`config.mk`:
```
export PLATFORM = sky130hd
export DESIGN_NAME = crc_serial_engine
export DESIGN_NICKNAME = d
export VERILOG_FILES = /design/src/rtl/crc_pkg.sv /design/src/rtl/crc_lfsr_step.sv /design/src/rtl/crc_serial_engine.sv
export SDC_FILE = /design/constraint.sdc
export NUM_CORES = 1
export LEC_CHECK = 0
export ABC_AREA = 1
export ABC_CLOCK_PERIOD_IN_PS = 1190
export CAP_MARGIN = 10
export CORE_MARGIN = 1
export CORE_UTILIZATION = 44
export DETAILED_ROUTE_END_ITERATION = 7
export PLACE_DENSITY = 0.8
export REMOVE_ABC_BUFFERS = 1
export SLEW_MARGIN = 10
export SYNTH_ARGS = -nofsm -noshare
export SYNTH_HDL_FRONTEND = slang
export SYNTH_SLANG_ARGS = --single-unit
```
`constraint.sdc`:
```
create_clock -name clk -period 1.19 [get_ports clk]
set_clock_uncertainty 0.05 [all_clocks]
set_input_delay 0.238 -clock clk [delete_from_list [all_inputs] [get_ports clk]]
set_output_delay 0.238 -clock clk [all_outputs]
set_load 0.01 [all_outputs]
```
`src/rtl/crc_pkg.sv`:
```
// Shared definitions for the serial CRC engine: FSM encodings, common
// generator polynomials and the bit-counter width helper.
package crc_pkg;

    typedef enum logic [1:0] {
        ST_IDLE  = 2'd0,
        ST_SHIFT = 2'd1,
        ST_DONE  = 2'd2
    } crc_state_e;

    // Generator polynomials without the implicit x^CRC_W term.
    localparam logic [4:0]  POLY_CRC5_USB    = 5'h05;
    localparam logic [7:0]  POLY_CRC8_ATM    = 8'h07;
    localparam logic [15:0] POLY_CRC16_CCITT = 16'h1021;
    localparam logic [31:0] POLY_CRC32       = 32'h04C11DB7;

    // Width of a counter that indexes bits 0..data_w-1 of a word.
    function automatic int bit_cnt_w(input int data_w);
        return $clog2(data_w) + 1;
    endfunction

endpackage

```
`src/rtl/crc_lfsr_step.sv`:
```
// One bit step of a Galois CRC register: shift left, fold in the
// polynomial when the incoming bit differs from the outgoing MSB.
module crc_lfsr_step
    import crc_pkg::*;
#(
    parameter int               CRC_W = 5,
    parameter logic [CRC_W-1:0] POLY  = 5'h05
) (
    input  logic [CRC_W-1:0] r_in,
    input  logic             d,
    output logic [CRC_W-1:0] r_out
);

    logic fb_s;

    // Feedback bit and next register value
    always_comb begin
        fb_s = d ^ r_in[CRC_W-1];
        if (fb_s) begin
            r_out = {r_in[CRC_W-2:0], 1'b0} ^ POLY;
        end else begin
            r_out = {r_in[CRC_W-2:0], 1'b0};
        end
    end

endmodule

```
`src/rtl/crc_serial_engine.sv`:
```
// Bit-serial CRC engine: accepts DATA_W-bit words over valid/ready, folds
// them one bit per cycle into a CRC_W-bit LFSR and emits one result per frame.
module crc_serial_engine
    import crc_pkg::*;
#(
    parameter int               CRC_W     = 5,
    parameter int               DATA_W    = 4,
    parameter logic [CRC_W-1:0] POLY      = 5'h05,
    parameter logic [CRC_W-1:0] INIT      = 5'h00,
    parameter logic [CRC_W-1:0] XOR_OUT   = 5'h00,
    parameter int               LSB_FIRST = 1
) (
    input  logic              clk,
    input  logic              reset,
    input  logic              in_valid,
    output logic              in_ready,
    input  logic [DATA_W-1:0] in_data,
    input  logic              in_last,
    output logic              busy,
    output logic              crc_valid,
    output logic [CRC_W-1:0]  crc_out
);

    localparam int               CNT_W    = bit_cnt_w(DATA_W);
    localparam logic [CNT_W-1:0] LAST_BIT = CNT_W'(DATA_W - 1);

    crc_state_e        state_r;
    crc_state_e        next_state_s;
    logic [DATA_W-1:0] shift_r;
    logic              last_r;
    logic [CRC_W-1:0]  crc_r;
    logic [CNT_W-1:0]  bit_cnt_r;
    logic              busy_r;
    logic              crc_valid_r;
    logic [CRC_W-1:0]  crc_out_r;
    logic              in_ready_r;

    logic              xfer_s;
    logic              load_s;
    logic              shift_en_s;
    logic              done_s;
    logic              last_bit_s;
    logic              data_bit_s;
    logic [CRC_W-1:0]  crc_step_s;

    assign xfer_s     = in_valid & in_ready_r;
    assign last_bit_s = (bit_cnt_r == LAST_BIT);

    crc_lfsr_step #(
        .CRC_W (CRC_W),
        .POLY  (POLY)
    ) u_step (
        .r_in  (crc_r),
        .d     (data_bit_s),
        .r_out (crc_step_s)
    );

    // Select the bit that leaves the word shift register this cycle
    always_comb begin
        if (LSB_FIRST != 0) begin
            data_bit_s = shift_r[0];
        end else begin
            data_bit_s = shift_r[DATA_W-1];
        end
    end

    // FSM state register
    always_ff @(posedge clk) begin
        if (reset) begin
            state_r <= ST_IDLE;
        end else begin
            state_r <= next_state_s;
        end
    end

    // FSM next-state decode
    always_comb begin
        next_state_s = state_r;
        case (state_r)
            ST_IDLE: begin
                if (xfer_s) begin
                    next_state_s = ST_SHIFT;
                end else begin
                    next_state_s = ST_IDLE;
                end
            end
            ST_SHIFT: begin
                if (!last_bit_s) begin
                    next_state_s = ST_SHIFT;
                end else if (last_r) begin
                    next_state_s = ST_DONE;
                end else begin
                    next_state_s = ST_IDLE;
                end
            end
            ST_DONE: next_state_s = ST_IDLE;
            default: next_state_s = ST_IDLE;
        endcase
    end

    // FSM output decode: datapath enables per state
    always_comb begin
        load_s     = 1'b0;
        shift_en_s = 1'b0;
        done_s     = 1'b0;
        case (state_r)
            ST_IDLE:  load_s     = xfer_s;
            ST_SHIFT: shift_en_s = 1'b1;
            ST_DONE:  done_s     = 1'b1;
            default: begin
                load_s     = 1'b0;
                shift_en_s = 1'b0;
                done_s     = 1'b0;
            end
        endcase
    end

    // Datapath: word capture, bit shifting, CRC accumulation and result
    always_ff @(posedge clk) begin
        if (reset) begin
            shift_r     <= {DATA_W{1'b0}};
            last_r      <= 1'b0;
            crc_r       <= INIT;
            bit_cnt_r   <= {CNT_W{1'b0}};
            busy_r      <= 1'b0;
            crc_valid_r <= 1'b0;
            crc_out_r   <= {CRC_W{1'b0}};
            in_ready_r  <= 1'b1;
        end else begin
            crc_valid_r <= done_s;
            in_ready_r  <= (next_state_s == ST_IDLE);
            if (load_s) begin
                shift_r   <= in_data;
                last_r    <= in_last;
                bit_cnt_r <= {CNT_W{1'b0}};
                busy_r    <= 1'b1;
                // A word arriving while no frame is open starts a new frame.
                if (!busy_r) begin
                    crc_r <= INIT;
                end else begin
                    crc_r <= crc_r;
                end
            end else if (shift_en_s) begin
                crc_r <= crc_step_s;
                if (LSB_FIRST != 0) begin
                    shift_r <= shift_r >> 1;
                end else begin
                    shift_r <= shift_r << 1;
                end
                // Counter parks at zero after the last bit instead of wrapping.
                if (last_bit_s) begin
                    bit_cnt_r <= {CNT_W{1'b0}};
                end else begin
                    bit_cnt_r <= bit_cnt_r + CNT_W'(1);
                end
            end else if (done_s) begin
                crc_out_r <= crc_r ^ XOR_OUT;
                busy_r    <= 1'b0;
            end else begin
                crc_r <= crc_r;
            end
        end
    end

    assign in_ready  = in_ready_r;
    assign busy      = busy_r;
    assign crc_valid = crc_valid_r;
    assign crc_out   = crc_out_r;

endmodule

```
==> metrics, run 1 <==
outcome complete, no violations; worst r2r path cells 5; initial antenna violation count 0; number of global-route vias before repair a little over 700; HP Class register to register; fin crit share 0.9532; Slew Viols, Final 0; clk buf depth 2; largest net degree at the start of global routing 14; max cap viols 0; Worst Path Class, Setup register to register; sequential-to-total area share from yosys stat 0.5154; drt initial violations 21; # rows 15; mux contribution to synthesized area 0; CTS tree yes; H-tree depth 1; total track usage 0.1970; gpl congestion 0.8592; fmax 881.6 MHz; Die Wd 47.06 µm; antenna cells 0; cell area after synthesis 893.4 µm²; Num CTS Buffers 3; Worst Tran Pin Value about 0.20 ns; Final ANT Viol Nets 0; area grow syn2layout 30.53%; Worst R2R Start state_r[1]; Worst VDD drop between 0.7 and 0.8 mV; post-DP HPWL 1.407 mm; layout cells sized above 1 0.2449; Gate Count Post-Synth 118; compound-gate portion of the synthesized area 0.1373; Hold Crit Depth 2; most frequent cells in the layout nand3_1, nand2_1, dfxtp_1, a21oi_1, inv_1; DR vias/cell around 5; Final setup viols 0; Required @ worst endpoint 1.38 ns; Fill cells about 170; Min-Delay Startpoint bit_cnt_r[2]; postcts setup bufs 0; Total Routed Length 1.965 mm; Worst-path clk slew 0.12 ns; DRC 0; reg2reg setup slack about 0.056 ns; post-synthesis simple-gate area fraction 0.2647; adder-cell area share of the yosys netlist 0.01401; footprint of the multi-input gates 394.1 µm²; number of distinct library cells after synthesis 16; Layout Utilization 0.6406; final count of hold timing violations 0; YS warnings 0; WHS Endpoint bit_cnt_r[2]; Initial Util 0.4907; die height around 47 µm; Placeable Area 1821 µm²; minimum clock period around 1.1 ns; #FFs+latches synth 23; Max transition margin 0.8651; Worst Path Arrival roughly 1.3 ns; Post-CTS Hold Fix Bufs 0; crit-path max cell delay 0.37 ns; Wirelength per Cell around 11 µm; Ports 16; CP Launch Type register; CTS sink count 23; placed cell area between 1000 and 1500 µm²; TritonRoute pass-1 iters 4; full die area around 2200 µm²; most common cell after layout, fill and taps aside nand3_1; Worst-Skew Late Latency 0.31 ns; Pleak between 0.4 and 0.5 nW; Slowest-stage cell, CP dfxtp_2; vias after detailed routing 841; Cell Chain, Critical Path nor2_2 > buf_4 > nand3_1 > and2_1 > a21oi_1; Synth Area in XOR/XNOR 0; final net count 157; Synth Area per Inst 7.571 µm²; first-pass GRT wire length 2.973 mm; Crit Path Max Fanout 4; crit end category register; largest family of logic cells by synthesized area simple AND/OR/NAND/NOR gates; GR Overflow Total 0; P per Cell Area 1189 nW/µm²; R2R Path End shift_r[1]; cell area after layout 1166 µm²; Storage cell area 467.9 µm²; clk root buf clkbuf_4; PortBufs 15
## critical path, delay by kind of cell, from the launching register on
kind                   cells  cell delay, ns
buffers and inverters      1            0.15
flip-flops                 1            0.37
AO/OA/AOI/OAI              1            0.11
AND/OR/NAND/NOR            3            0.39
## logic make-up (layout without fill, tap and decap cells)
group                      Yosys count  count (layout)
AOI/OAI and AO/OA                   24              24
adders and majority gates            1               1
buffers and inverters               16              44
DFF                                 23              23
and+or+nand+nor                     54              55
## stage by stage
step | total power [W] | hold WS (ns) | TNS [ns] | std cells | setup slack [ns]
finish | 0.001386 | 0.4197 | 0 | 172 | 0.05565
global route | 0.001460 | 0.4457 | -0.002579 | 172 | -0.002579
CTS | 0.001392 | 0.4056 | 0 | 171 | 0.001600
detailed placement | 0.001043 | 0.3863 | -3.258 | 167 | -0.2537
global placement | 0.001038 | 0.3868 | -2.851 | 167 | -0.2066
floorplan | 0.0009322 | 0.2571 | 0 | 116 | 0.08796
## power breakdown
part / internal [W] / switching, W / total [W]
Sequential: 0.000802 / 0.0000198 / 0.000822
Clock: 0.000125 / 0.000226 / 0.000352
Combinational: 0.0000978 / 0.000115 / 0.000213
## per-layer routing
layer | up-vias | global-route usage | wire (µm) | part of all wire
li1 | 449 | - | - | -
met4 | 0 | 0.06857 | 15 | 0.0076
met2 | 20 | 0.3139 | 896 | 0.46
met3 | 2 | 0.05769 | 102 | 0.052
met5 | - | 0 | 0 | 0
met1 | 370 | 0.2554 | 951 | 0.48
## synth_stat cells
library cell / instances / area share
nor2_1: 14 / 0.059
nor4_1: 1 / 0.0070
and2_1: 1 / 0.0070
nand2_2: 1 / 0.0070
clkbuf_1: 1 / 0.0042
inv_1: 14 / 0.059
o21ai_0: 6 / 0.034
buf_2: 1 / 0.0056
nor3_1: 1 / 0.0056
ha_1: 1 / 0.014
a211oi_1: 1 / 0.0084
a21oi_1: 17 / 0.095
dfxtp_1: 23 / 0.52
nand3_1: 18 / 0.10
nor2_2: 1 / 0.0070
nand2_1: 17 / 0.071
## timing repair
action,CTS,global route
cloned,0,1
endpoints found under the setup margin,8,23
resized for setup,19,20
pin swaps,0,1
## how the worst max path moves through the flow
stage,cells past startpoint,to,from
4_1_cts,1,crc_out[4],crc_out[4]
3_3_place_gp,6,in_ready,in_valid
2_1_floorplan,4,in_ready,state_r[1]
5_1_grt,5,shift_r[1],state_r[1]
3_5_place_dp,6,in_ready,in_valid
6_report,5,shift_r[1],state_r[1]
## final cells by class
| type | instances | area share |
|---|---|---|
| Timing Repair Buffer | 26 | 0.1652 |
| Inverter | 14 | 0.04506 |
| Clock inverter | 1 | 0.004292 |
| Multi-Input combinational cell | 80 | 0.3380 |
| Sequential cell | 23 | 0.4013 |
| Clock buffer | 3 | 0.01931 |
| Tap cell | 25 | 0.02682 |
## registers in the layout, summed over array words and instances, names as in the netlist
register	flops
busy	1
bit_cnt_r	3
state_r	2
in_ready	1
crc_out	5
shift_r	4
crc_valid	1
crc_r	5
last_r	1
No activity file was read; power rests on OpenSTA's default activity.
==> inputs of run 2 (changes only) <==
--- a/config.mk
+++ b/config.mk
@@ -9,11 +9,12 @@
 export ABC_CLOCK_PERIOD_IN_PS = 1190
 export CAP_MARGIN = 10
 export CORE_MARGIN = 1
-export CORE_UTILIZATION = 44
+export CORE_UTILIZATION = 45
 export DETAILED_ROUTE_END_ITERATION = 7
-export PLACE_DENSITY = 0.8
+export PLACE_DENSITY = 0.81
 export REMOVE_ABC_BUFFERS = 1
 export SLEW_MARGIN = 10
 export SYNTH_ARGS = -nofsm -noshare
 export SYNTH_HDL_FRONTEND = slang
+export SYNTH_HIERARCHICAL = 1
 export SYNTH_SLANG_ARGS = --single-unit
==> run 2 against run 1 <==
  * Die area increased by 5.3%
  * Maximum frequency rose by 4.9%
  * Critical path type unchanged
  * Utilization decreased by 6.0 points
  * Critical endpoint is now bit_cnt_r[0]
==> metrics, run 2 <==
outcome complete, no violations; Final ANT Viol Nets 0 (unchanged); CP dominant cell by count inv_2; antenna cells 0 (unchanged); Wirelength per Cell 10.48 µm (-8.3%); Placed Cells 168 (+0.60%); met1 usage in global routing 0.2213 (-0.03403); total track usage 0.1751 (-0.02184); Synth area leaders dfxtp_1, nand3_1, nand2_1; Post-CTS Hold Fix Bufs 0 (unchanged); #FFs+latches synth 23 (unchanged); fin crit share 0.9085 (-0.04471); number of global-route vias before repair 799 (+12%); switch share 0.2610 (+0.0005117); internal power 0.001015 W (-0.97%); fin worst setup slack 0.1089 ns (+0.05321 ns); final count of hold timing violations 0 (unchanged); Most Crowded Layer GR met2; worst r2r path cells 6 (+1); Storage cell area 466.7 µm² (-0.27%); Initial Util 0.4867 (-0.003979); Gate Count Post-Synth 126 (+6.8%); postcts setup bufs 0 (unchanged); Worst Path Arrival 1.27 ns (-0.06 ns); minimum clock period 1.081 ns (-0.05321 ns); cell area after synthesis 964.7 µm² (+8.0%); Worst-path clk slew 0.12 ns (about the same); WHS 0.4280 ns (+0.008279 ns); DR vias/cell 4.733 (-3.2%); Synth Area per Inst 7.656 µm² (+1.1%); YS warnings 6 (+6); most frequent cells in the layout nand2_1, nand3_1, dfxtp_1, nor2_1, inv_1; final net count 155 (-1.3%); Synth top area share 0.4773 (-0.03810); Num CTS Buffers 3 (unchanged); CP Launch Type register; Required @ worst endpoint 1.38 ns (about the same); full die area 2333 µm² (+5.3%); sequential-to-total area share from yosys stat 0.4773 (-0.03810); Placeable Area 1982 µm² (+8.9%); Ports 16 (unchanged); Layout Utilization 0.5802 (-0.06037); largest area contributor in the netlist dfxtp_1; CTS sink count 23 (unchanged); post-placement setup slack -0.2133 ns (+0.04036 ns); first-pass GRT wire length 3.305 mm (+11%); post-DP HPWL 1.439 mm (+2.3%); final non-filler cell total 172 (unchanged); Pleak 0.4964 nW (+0.91%); Worst Path Class, Setup register to register; Final setup viols 0 (unchanged); Fill cells 187 (+8.7%); Comb pwr share 0.146 (-0.008); HP Class register to register; clk buf depth 2 (unchanged); number of synthesized flops with an enable pin 0 (unchanged); Cell Chain, Critical Path inv_2 > nand2_2 > inv_2 > nand2_1 > o21a_1 > nor2_1; footprint of the multi-input gates 406.6 µm² (+3.2%); # rows 16 (+1); Max transition margin 0.8490 (-0.01608); vias after detailed routing 814 (-3.2%); DRC 0 (unchanged); gpl congestion 0.7598 (-12%); fmax 924.9 MHz (+4.9%); ys async rst share 0 (unchanged); Sequential Power Share 0.599 (+0.006); max cap viols 0 (unchanged); Die Wd 48.30 µm (+2.6%); Slowest-stage cell, CP dfxtp_1; die height 48.30 µm (+2.6%); number of distinct library cells after synthesis 19 (+3); GR Overflow Total 0 (unchanged); met3 Resource Use GR 0.02201 (-0.03568); Worst VDD drop 0.8783 mV (+11%); CTS tree yes; Worst-Skew Late Latency 0.30 ns (about the same); most common cell after layout, fill and taps aside nand2_1; Switching Power 0.0003585 W (-0.71%); P per Cell Area 1195 nW/µm² (+0.50%); PortBufs 15 (unchanged); unrepaired setup endpoints after global routing false; Worst Tran Pin Value 0.2262 ns (+0.02572 ns); initial antenna violation count 0 (unchanged); clk root buf clkbuf_4; H-tree depth 1 (unchanged); drt initial violations 18 (-14%); Hold Crit Depth 2 (unchanged); crit-path max cell delay 0.35 ns (-0.02 ns); met2 Usage GRT 0.3075 (-0.006377); Slew Viols, Final 0 (unchanged); layout cells sized above 1 0.2552 (+0.01027); TritonRoute pass-1 iters 4 (unchanged); Crit Path Max Fanout 7 (+3); Total Routed Length 1.802 mm (-8.3%); crit end category register; Post-synth top cells dfxtp_1, nand2_1, nand3_1; area grow syn2layout 19.20%; clock power share 0.256 (+0.002); Main synth FF type dfxtp_1; largest net degree at the start of global routing 14 (unchanged)
[run 2: final timing paths]
check / from / to / slack [ns]
worst min register to register: last_r / state_r[1] / 0.43
worst max register to register: state_r[1] / bit_cnt_r[0] / 0.11
worst max-delay path: state_r[1] / bit_cnt_r[0] / 0.11
worst min-delay path: last_r / state_r[1] / 0.43
[run 2: per-stage QoR]
step	total power, W	cell area [µm²]	TNS (ns)
after floorplan	0.0009446	914.6	0
after global placement	0.001036	1151	-2.113
after detailed placement	0.001044	1151	-2.579
after CTS	0.001375	1177	0
after global routing	0.001442	1150	0
final	0.001374	1150	0
[run 2: critical path, delay by kind of cell, from the launching register on]
family,cells,cell delay [ns]
flops,1,0.35
compound gates,1,0.17
simple gates,3,0.25
buf+inv,2,0.21
[run 2: power by group through the flow]
stage	Combinational, W	Sequential, W	Clock [W]
after floorplan	0.000107	0.000838	0
after global routing	0.000225	0.000829	0.000389
after CTS	0.000204	0.000821	0.000351
after global placement	0.000199	0.000836	0
final	0.000200	0.000822	0.000351
after detailed placement	0.000206	0.000838	0
[run 2: final cells by class]
cell class              instances  share of cell area
clock buffers                   3             0.01959
multi-input cells              82              0.3536
flip-flops and latches         23              0.4059
inverters                      14             0.04570
well taps                      27             0.02938
repair buffers                 22              0.1415
clock inverters                 1            0.004353
[run 2: cell families after synthesis]
logic type	count (synthesis)	synth area share
AND/OR/NAND/NOR	60	0.2763
AO/OA/AOI/OAI	21	0.1271
buffers and inverters	21	0.1063
flip-flops	23	0.4773
adder cells (fa/ha/maj)	1	0.01297
[run 2: what timing repair did]
action | 4_1_cts | 5_1_grt
endpoints found under the setup margin | 8 | 13
gates resized for setup | 15 | 17
gates cloned | 0 | 0
[run 2: metal layers]
metal	share of wire	wire [µm]	vias up
met3	0.014	25	2
met4	0.011	19	0
met5	0	0	-
met1	0.48	872	368
li1	-	-	439
met2	0.49	884	5
